## config.mk

```make
export PLATFORM = sky130hd
export DESIGN_NAME = fifo_burst_rd_ctrl
export DESIGN_NICKNAME = d
export VERILOG_FILES = /design/src/rtl/fifo_burst_rd_ctrl.sv
export SDC_FILE = /design/constraint.sdc
export NUM_CORES = 1
export LEC_CHECK = 0
export CAP_MARGIN = 20
export CORE_MARGIN = 5
export CORE_UTILIZATION = 55
export CTS_CLUSTER_SIZE = 25
export DETAILED_ROUTE_END_ITERATION = 12
export PLACE_DENSITY = 0.95
export SETUP_SLACK_MARGIN = 0.2
export SYNTH_ARGS = -nofsm -noshare
export SYNTH_HDL_FRONTEND = slang
export SYNTH_SLANG_ARGS = --single-unit
```

## constraint.sdc

```tcl
create_clock -name clk -period 29.2 [get_ports clk]
set_clock_uncertainty 0.05 [all_clocks]
set_input_delay 7.3 -clock clk [delete_from_list [all_inputs] [get_ports clk]]
set_output_delay 7.3 -clock clk [all_outputs]
set_load 0.05 [all_outputs]
```

## src/rtl/fifo_burst_rd_ctrl.sv

```systemverilog
// Read-side burst scheduler for the DMA staging FIFO: negotiates a burst with the
// DMA engine, then drains exactly the granted words onto a valid/ready stream.
module fifo_burst_rd_ctrl #(
  parameter int DATA_WIDTH  = 128,
  parameter int LEVEL_WIDTH = 11,
  parameter int BURST_LEN   = 32,
  parameter int TIMEOUT     = 256
) (
  input  logic                   clk,
  input  logic                   rst,
  input  logic                   enable,
  output logic                   fifo_rd_en,
  input  logic [DATA_WIDTH-1:0]  fifo_rd_data,
  input  logic                   fifo_rd_empty,
  input  logic [LEVEL_WIDTH-1:0] fifo_rd_level,
  output logic                   burst_req,
  output logic [LEVEL_WIDTH-1:0] burst_len,
  input  logic                   burst_ack,
  output logic                   m_valid,
  input  logic                   m_ready,
  output logic [DATA_WIDTH-1:0]  m_data,
  output logic                   m_last,
  output logic                   busy,
  output logic [15:0]            burst_cnt,
  output logic [1:0]             dbg_state
);

  // Handshakes: a stream word transfers on any clk edge where m_valid & m_ready;
  // burst_req stays high until the first edge that samples burst_ack=1.

  localparam logic [1:0] ST_IDLE = 2'd0;
  localparam logic [1:0] ST_REQ  = 2'd1;
  localparam logic [1:0] ST_XFER = 2'd2;

  localparam int TMR_W = $clog2(TIMEOUT + 1);
  localparam logic [TMR_W-1:0]       TMR_MAX  = TMR_W'(TIMEOUT - 1);
  localparam logic [LEVEL_WIDTH-1:0] FULL_LEN = LEVEL_WIDTH'(BURST_LEN);

  logic [1:0]             state_q, state_d;
  logic [TMR_W-1:0]       timer_q, timer_d;
  logic [LEVEL_WIDTH-1:0] burst_len_q, burst_len_d;
  logic [LEVEL_WIDTH-1:0] rem_q, rem_d;
  logic [LEVEL_WIDTH-1:0] sent_q, sent_d;
  logic                   inflight_q, inflight_d;
  logic [1:0]             occ_q, occ_d;
  logic                   wr_ptr_q, wr_ptr_d;
  logic                   rd_ptr_q, rd_ptr_d;
  logic [15:0]            burst_cnt_q, burst_cnt_d;
  logic [DATA_WIDTH-1:0]  buf_q [2];
  logic [DATA_WIDTH-1:0]  buf_d [2];

  logic       pop;
  logic       rd_en;
  logic [1:0] occ_sum;

  assign m_valid   = (occ_q != 2'd0);
  assign m_data    = buf_q[rd_ptr_q];
  assign m_last    = m_valid & (sent_q == burst_len_q - LEVEL_WIDTH'(1));
  assign pop       = m_valid & m_ready;
  assign occ_sum   = occ_q + 2'(inflight_q);
  // Reads may only be issued if the word will find a free buffer slot on arrival.
  assign rd_en     = (state_q == ST_XFER) & (rem_q != '0) & ~fifo_rd_empty &
                     ((occ_sum < 2'd2) | pop);
  assign fifo_rd_en = rd_en;
  assign burst_req = (state_q == ST_REQ);
  assign burst_len = burst_len_q;
  assign busy      = (state_q != ST_IDLE);
  assign burst_cnt = burst_cnt_q;
  assign dbg_state = state_q;

  always_comb begin
    state_d     = state_q;
    timer_d     = timer_q;
    burst_len_d = burst_len_q;
    rem_d       = rem_q;
    sent_d      = sent_q;
    inflight_d  = rd_en;
    wr_ptr_d    = wr_ptr_q;
    rd_ptr_d    = rd_ptr_q;
    burst_cnt_d = burst_cnt_q;
    buf_d       = buf_q;
    occ_d       = occ_q + 2'(inflight_q) - 2'(pop);

    if (inflight_q) begin
      buf_d[wr_ptr_q] = fifo_rd_data;
      wr_ptr_d        = ~wr_ptr_q;
    end
    if (pop) begin
      rd_ptr_d = ~rd_ptr_q;
      sent_d   = sent_q + LEVEL_WIDTH'(1);
    end
    if (rd_en) begin
      rem_d = rem_q - LEVEL_WIDTH'(1);
    end

    case (state_q)
      ST_IDLE: begin
        if (enable && (fifo_rd_level != '0) && (fifo_rd_level < FULL_LEN)) begin
          timer_d = (timer_q == TMR_MAX) ? timer_q : timer_q + TMR_W'(1);
        end else begin
          timer_d = '0;
        end
        // Full burst wins; the level check keeps a partial burst from ever being 0.
        if (enable && (fifo_rd_level >= FULL_LEN)) begin
          state_d     = ST_REQ;
          burst_len_d = FULL_LEN;
          timer_d     = '0;
        end else if (enable && (timer_q == TMR_MAX) && (fifo_rd_level != '0)) begin
          state_d     = ST_REQ;
          burst_len_d = fifo_rd_level;
          timer_d     = '0;
        end
      end
      ST_REQ: begin
        if (burst_ack) begin
          state_d = ST_XFER;
          rem_d   = burst_len_q;
          sent_d  = '0;
        end
      end
      ST_XFER: begin
        if (pop && m_last) begin
          state_d     = ST_IDLE;
          burst_cnt_d = burst_cnt_q + 16'd1;
        end
      end
      default: begin
        state_d = ST_IDLE;
      end
    endcase
  end

  always_ff @(posedge clk or posedge rst) begin
    if (rst) begin
      state_q     <= ST_IDLE;
      timer_q     <= '0;
      burst_len_q <= '0;
      rem_q       <= '0;
      sent_q      <= '0;
      inflight_q  <= 1'b0;
      occ_q       <= 2'd0;
      wr_ptr_q    <= 1'b0;
      rd_ptr_q    <= 1'b0;
      burst_cnt_q <= 16'd0;
      buf_q[0]    <= '0;
      buf_q[1]    <= '0;
    end else begin
      state_q     <= state_d;
      timer_q     <= timer_d;
      burst_len_q <= burst_len_d;
      rem_q       <= rem_d;
      sent_q      <= sent_d;
      inflight_q  <= inflight_d;
      occ_q       <= occ_d;
      wr_ptr_q    <= wr_ptr_d;
      rd_ptr_q    <= rd_ptr_d;
      burst_cnt_q <= burst_cnt_d;
      buf_q[0]    <= buf_d[0];
      buf_q[1]    <= buf_d[1];
    end
  end

endmodule

```

==> results.sh, run 1 <==
export IMPL_cts_inserted_buffers=35
export IMPL_ant_nets=0
export IMPL_clkLatencyLatePin_ps=500
export IMPL_tightest_slew_ps=1040
export IMPL_cp_data_arrival_time_ps=9490
export IMPL_cts_tree="yes"
export IMPL_dr_pass1_iters=5
export IMPL_nFillCells=1617
export IMPL_p_per_area_mw_per_mm2=138
export IMPL_synth_nets=1204
export IMPL_hp_class="flip-flop to flip-flop"
export IMPL_drc=0
export IMPL_yosys_area_top_type="dfrtp_1"
export IMPL_use_met1_pct=28.6
export IMPL_yosysSeqAreaShare_pct=55.8
export IMPL_synth_async_sr_flop_share_pct=100
export IMPL_start_kind="input pin"
export IMPL_grt_pass1_wl_um=55600
export IMPL_place_gp_congestion=0.838
export IMPL_cts_setup_buffers=0
export IMPL_cts_hold_buffers=0
export IMPL_num_vias=9516
export IMPL_cts_sinks=321
export IMPL_track_usage_pct=23.5
export IMPL_final_layout_size_suffix_gt1_share_pct=33.6
export IMPL_wire_per_inst_um=20.9
export IMPL_grtUsageMet2_pct=40.7
export IMPL_antenna_found_initial=2
export IMPL_fp_dieW_um=172
export IMPL_synth_area_leaders="dfrtp_1, mux2_2, xor2_1, clkbuf_1, xnor2_1"
export IMPL_hold_viol=0
export IMPL_nets=1498
export IMPL_busiest_layer="met2"
export IMPL_irDropWorstVdd_v=0.000129
export IMPL_relSlewSlack_pct=31.0
export IMPL_die_area_mm2=0.0295
export IMPL_clockBufferDepth=3
export IMPL_worstPathRequired_ps=21850
export IMPL_diodes=0
export IMPL_cts_resized_gates=0
export IMPL_drt_initial_drc_count=530
export IMPL_netlist_area_mm2=0.0144
export IMPL_grt_pass1_vias=10500
export IMPL_rrSetupSlack_ps=26070
export IMPL_finalMaxSlewViolations=0
export IMPL_synth_edff_count=0
export IMPL_io_pins=307
export IMPL_dpl_cell_area_mm2=0.0177
export IMPL_finalWirelength_um=35600
export IMPL_status="finished clean"
export IMPL_rsz0062_at_grt="false"
export IMPL_drv_cap=0
export IMPL_core_rowCount=59
export IMPL_synth_cell_types=52
export IMPL_numPortBuffers=306
export IMPL_start_util_pct=55.6
export IMPL_synthCells=1051
export IMPL_grt_overflow_total=0
export IMPL_h_tree_depth=2
export IMPL_fmax_mhz=59.4
export IMPL_synth_main_ff_cell="dfrtp_1"
export IMPL_synth_seq_cells=321
export IMPL_p_leak_uw=0.00796
export IMPL_cp_max_fo=8
export IMPL_crit_type="input pin to output port"
export IMPL_die_height_um=172
export IMPL_holdWs_ps=434
export IMPL_grtUsageMet3_pct=6.27
export IMPL_dp_hpwl_um=23600
export IMPL_setup_viol=0
export IMPL_design_area_mm2=0.0189
export IMPL_cts_root_buf="clkbuf_16"
export IMPL_viasPerCell=5.58
export IMPL_area_growth_pct=31.1
export IMPL_yosys_area_top_type_share_pct=55.8
export IMPL_endpoint_kind="output port"
export IMPL_finalCriticalPeriod_ps=16840
export IMPL_clk_pin_slew_ps=50
export IMPL_finalCritPeriodShare_pct=57.7
export IMPL_ys_warn_count=0
export IMPL_coreArea_mm2=0.0259
export IMPL_syn_mean_instance_area_um2=13.7
export IMPL_grt_max_degree=185
export IMPL_tns_ps=0
-- area by class of cell --
class	count	area [um^2]	area share, %
flip-flops and latches	321	8040	42.6
clock inverters	13	154	0.815
multi-input cells	659	6100	32.3
inverters	18	75.1	0.398
repair buffers	310	3110	16.5
clock buffers	49	988	5.24
well taps	335	419	2.22
-- logic make-up after synthesis --
kind of cell | Yosys count | share of synthesized area (%)
buffers and inverters | 71 | 1.96
XOR/XNOR | 47 | 2.86
AND/OR/NAND/NOR | 158 | 5.84
flip-flops | 321 | 55.8
adder cells (fa/ha/maj) | 8 | 0.695
AO/OA/AOI/OAI | 59 | 2.59
multiplexers | 387 | 30.3
-- per-layer routing --
metal  vias to the layer above  part of all wire, %
met3                        78                  7.9
met5                         -                0.037
met1                      4746                   38
met2                       349                   51
li1                       4341                    -
met4                         2                  3.4
-- per-stage QoR --
stage	std cells	utilization [%]	power [uW]	setup WS (ps)
final	1705	72.8	2600	12360
after global routing	1705	72.8	2720	12280
after CTS	1705	72.8	2620	12380
after detailed placement	1643	68.4	2160	12390
after global placement	1643	68.4	2120	12440
after floorplan	1051	-	1740	12970
-- report_power, final --
part	leakage, uW	internal [uW]	switching [uW]
Sequential	0.00386	645	133
Combinational	0.00355	573	815
Clock	0.000563	264	174
Total	0.00796	1480	1120
-- worst paths after layout --
check,cells past startpoint,endpoint,start
min,1,burst_cnt[15]$_DFFE_PP0P_,burst_cnt[15]$_DFFE_PP0P_
min reg2reg,1,burst_cnt[15]$_DFFE_PP0P_,burst_cnt[15]$_DFFE_PP0P_
max,6,fifo_rd_en,m_ready
max reg2reg,9,burst_cnt[8]$_DFFE_PP0P_,burst_len[1]$_DFFE_PP0P_
max in group asynchronous,3,burst_cnt[3]$_DFFE_PP0P_,rst
min in group asynchronous,2,buf_q[14]$_DFFE_PP0P_,rst
-- Yosys cell counts, types with 2 or more instances --
library cell and n:
ha_1 8, nor2b_1 6, and3_1 11, nor3_1 9, o41ai_1 2, buf_6 2, nor2_1 31, or2_2 3
nand3_2 2, clkbuf_1 49, o21ai_0 26, a21oi_1 6, xnor2_1 17, xor2_1 30, a31o_1 2, nand4_1 9
inv_2 2, nand2_1 37, nor3_2 3, nor4_1 9, nand2b_1 8, a211oi_1 2, dfrtp_1 321, inv_1 16
mux2_2 385, nand3_1 16, or3_1 2, a41oi_1 2, o21ai_1 8, or4_1 3, nand3b_1 3
-- worst max-delay path, cell delays in order --
cell and delay (ps):
clkdlybuf4s50_1 460, o21ai_1 240, a211oi_1 300, o41ai_1 170, inv_2 160, clkdlybuf4s50_1 850
-- sequential cells by signal, summed over array words and instances (netlist names) --
register	flops
rem_q	11
sent_q	11
inflight_q	1
dbg_state	2
wr_ptr_q	1
rd_ptr_q	1
occ_q	2
burst_len	11
timer_q	9
burst_cnt	16
buf_q	256
-- layout by cell type (no fill, tap or decap), drive strengths merged, types with 3 or more instances in the layout --
cell / Yosys / routed
clkbuf: 49 / 49
xnor2: 17 / 17
nand3b: 3 / 3
ha: 8 / 8
o21ai: 34 / 34
inv: 18 / 21
xor2: 30 / 30
bufinv: 0 / 3
nand4: 9 / 9
and3: 11 / 11
nand2: 37 / 37
dfrtp: 321 / 321
buf: 4 / 4
nor2: 31 / 31
nand2b: 8 / 8
nor3: 13 / 13
nand3: 18 / 18
a21oi: 6 / 6
mux2: 386 / 386
or2: 3 / 3
clkinv: 0 / 6
a211oi: 3 / 3
clkdlybuf4s50: 0 / 306
nor2b: 6 / 6
or4: 3 / 3
nor4: 9 / 9
Note: power is estimated with default switching activity, not from simulation.
==> inputs of run 2 (changes only) <==
- CORE_UTILIZATION: 55 -> 51
- PLACE_DENSITY: 0.95 -> 0.91
- clock period: 29.2 -> 15.6 ns (I/O delays scaled with it)
==> run 2 against run 1 <==
Sequential power rose by 88%; sequential share of layout area fell by 0.34 points; die area rose by 7.4%; worst hold slack improved by 9.4 ps; cell count rose by 2.8%; count of clock-buffer cells in the layout rose by 3; largest cell class unchanged; highest routed layer is now met4.
==> results.sh, run 2 (synthesis gave the netlist of run 1 again) <==
export IMPL_status="finished clean"
export IMPL_switching_share_pct=43.0
export IMPL_rsz0062_at_grt="false"
export IMPL_whs_path_depth=1
export IMPL_cts_sinks=321
export IMPL_dp_hpwl_um=23300
export IMPL_finalCriticalPeriod_ps=10020
export IMPL_cp_max_fo=8
export IMPL_dr_pass1_iters=5
export IMPL_num_vias=9520
export IMPL_min_from="burst_cnt[15]$_DFFE_PP0P_"
export IMPL_ff_latch_area_mm2=0.00804
export IMPL_worstPathRequired_ps=11650
export IMPL_slowest_stage="clkdlybuf4s50_1"
export IMPL_hold_viol=0
export IMPL_postLayoutCoreUtil_pct=68.3
export IMPL_diodes=0
export IMPL_finalMaxSlewViolations=0
export IMPL_nets=1503
export IMPL_io_pins=307
export IMPL_core_rowCount=61
export IMPL_p_seq_share_pct=29.8
export IMPL_area_growth_pct=32.1
export IMPL_reg2reg_from="burst_len[0]$_DFFE_PP0P_"
export IMPL_fp_dieW_um=178
export IMPL_drt_initial_drc_count=532
export IMPL_irDropWorstVdd_v=0.000185
export IMPL_hold_path_end="burst_cnt[15]$_DFFE_PP0P_"
export IMPL_cts_inserted_buffers=36
export IMPL_cts_tree="yes"
export IMPL_instances_no_fill=1753
export IMPL_design_area_mm2=0.0190
export IMPL_drc=0
export IMPL_p_int_uw=2790
export IMPL_cp_slowest_stage_delay_ps=840
export IMPL_final_layout_size_suffix_gt1_share_pct=33.7
export IMPL_finalCritPeriodShare_pct=64.2
export IMPL_place_gp_congestion=0.834
export IMPL_nFillCells=1816
export IMPL_grt_pass1_vias=10400
export IMPL_clk_pin_slew_ps=60
export IMPL_die_area_mm2=0.0317
export IMPL_setup_viol=0
export IMPL_fmax_mhz=99.8
export IMPL_regToRegEndpoint="burst_cnt[13]$_DFFE_PP0P_"
export IMPL_track_usage_pct=22.5
export IMPL_ant_nets=0
export IMPL_crit_type="input pin to output port"
export IMPL_p_leak_uw=0.00801
export IMPL_hp_class="flip-flop to flip-flop"
export IMPL_wire_per_inst_um=20.7
export IMPL_coreArea_mm2=0.0279
export IMPL_final_common_cell="mux2_2"
export IMPL_finalWirelength_um=36200
export IMPL_start_util_pct=51.7
export IMPL_tightest_slew_ps=1040
export IMPL_grt_overflow_total=0
export IMPL_dpl_cell_area_mm2=0.0178
export IMPL_dp_cells=1688
export IMPL_cpMostUsedCell="clkdlybuf4s50_1"
export IMPL_reg2reg_depth=9
export IMPL_h_tree_depth=2
export IMPL_grt_max_degree=85
export IMPL_numPortBuffers=306
export IMPL_max_flop_register="buf_q"
export IMPL_tns_ps=0
export IMPL_antenna_found_initial=0
export IMPL_drv_cap=0
export IMPL_cts_setup_buffers=0
export IMPL_critPathBufInv=3
export IMPL_path_cells="clkdlybuf4s50_1 > o21ai_1 > a211oi_1 > o41ai_1 > inv_2 > clkdlybuf4s50_1"
export IMPL_multi_input_area_mm2=0.00610
export IMPL_relSlewSlack_pct=30.8
export IMPL_largest_register_ffs=256
export IMPL_cts_resized_gates=0
export IMPL_grt_pass1_wl_um=57100
export IMPL_layout_common_cells="mux2_2, dfrtp_1, clkdlybuf4s50_1"
export IMPL_rrSetupSlack_ps=12400
export IMPL_power_switching_uw=2100
export IMPL_p_clk_share_pct=17.2
export IMPL_viasPerCell=5.43
export IMPL_endpoint_kind="output port"
export IMPL_combPwrFrac_pct=53.1
export IMPL_clockBufferDepth=3
export IMPL_die_height_um=178
export IMPL_clkLatencyLatePin_ps=510
export IMPL_cts_root_buf="clkbuf_16"
export IMPL_p_per_area_mw_per_mm2=257
export IMPL_cp_data_arrival_time_ps=6070
export IMPL_crit_family="buffers and inverters"
export IMPL_start_kind="input pin"
export IMPL_cts_hold_buffers=0
## run 2: changes by cell type in the layout (fill, tap and decap cells not counted), moves of 2 or more
| cell | previous run | this run |
|---|---|---|
| buf_4 | 3 | 6 |
| buf_16 | 0 | 2 |
| clkbuf_1 | 8 | 10 |
| clkbuf_16 | 35 | 37 |
## run 2: power by group through the flow
| stage | clock network (uW) | logic (uW) | registers (uW) |
|---|---|---|---|
| final | 841 | 2600 | 1460 |
| after global routing | 901 | 2720 | 1510 |
| after CTS | 861 | 2610 | 1460 |
| after detailed placement | 0 | 2580 | 1460 |
| after global placement | 0 | 2540 | 1420 |
| after floorplan | 0 | 1860 | 1390 |
## run 2: per-layer routing
layer | vias up | GRT usage, % | wire length [um]
met5 | - | 0 | 0
met2 | 335 | 38.2 | 17900
met4 | 0 | 5.77 | 883
met1 | 4771 | 27.9 | 14200
li1 | 4350 | - | -
met3 | 64 | 7.10 | 3220
## run 2: per-stage QoR
| stage | setup WS (ps) | hold slack (ps) | power [uW] |
|---|---|---|---|
| 4_1_cts | 5600 | 441 | 4930 |
| 5_1_grt | 5490 | 458 | 5120 |
| 3_5_place_dp | 5620 | 429 | 4040 |
| 6_report | 5580 | 444 | 4900 |
| 3_3_place_gp | 5640 | 414 | 3960 |
| 2_1_floorplan | 2770 | 404 | 3250 |
## run 2: how the worst max path moves through the flow
stage                                      end  slack (ps)  cells after the start     from
after floorplan           buf_q[0]$_DFFE_PP0P_        2770                      1      rst
after global placement              fifo_rd_en        5640                      6  m_ready
after detailed placement            fifo_rd_en        5620                      6  m_ready
after CTS                           fifo_rd_en        5600                      6  m_ready
after global routing                fifo_rd_en        5490                      6  m_ready
final                               fifo_rd_en        5580                      6  m_ready
## run 2: layout make-up
| cell class | instances | area share [%] |
|---|---|---|
| Timing Repair Buffer | 314 | 16.6 |
| Inverter | 18 | 0.395 |
| Multi-Input combinational cell | 659 | 32.0 |
| Clock buffer | 52 | 5.43 |
| Clock inverter | 11 | 0.783 |
| Sequential cell | 321 | 42.2 |
| Tap cell | 378 | 2.49 |
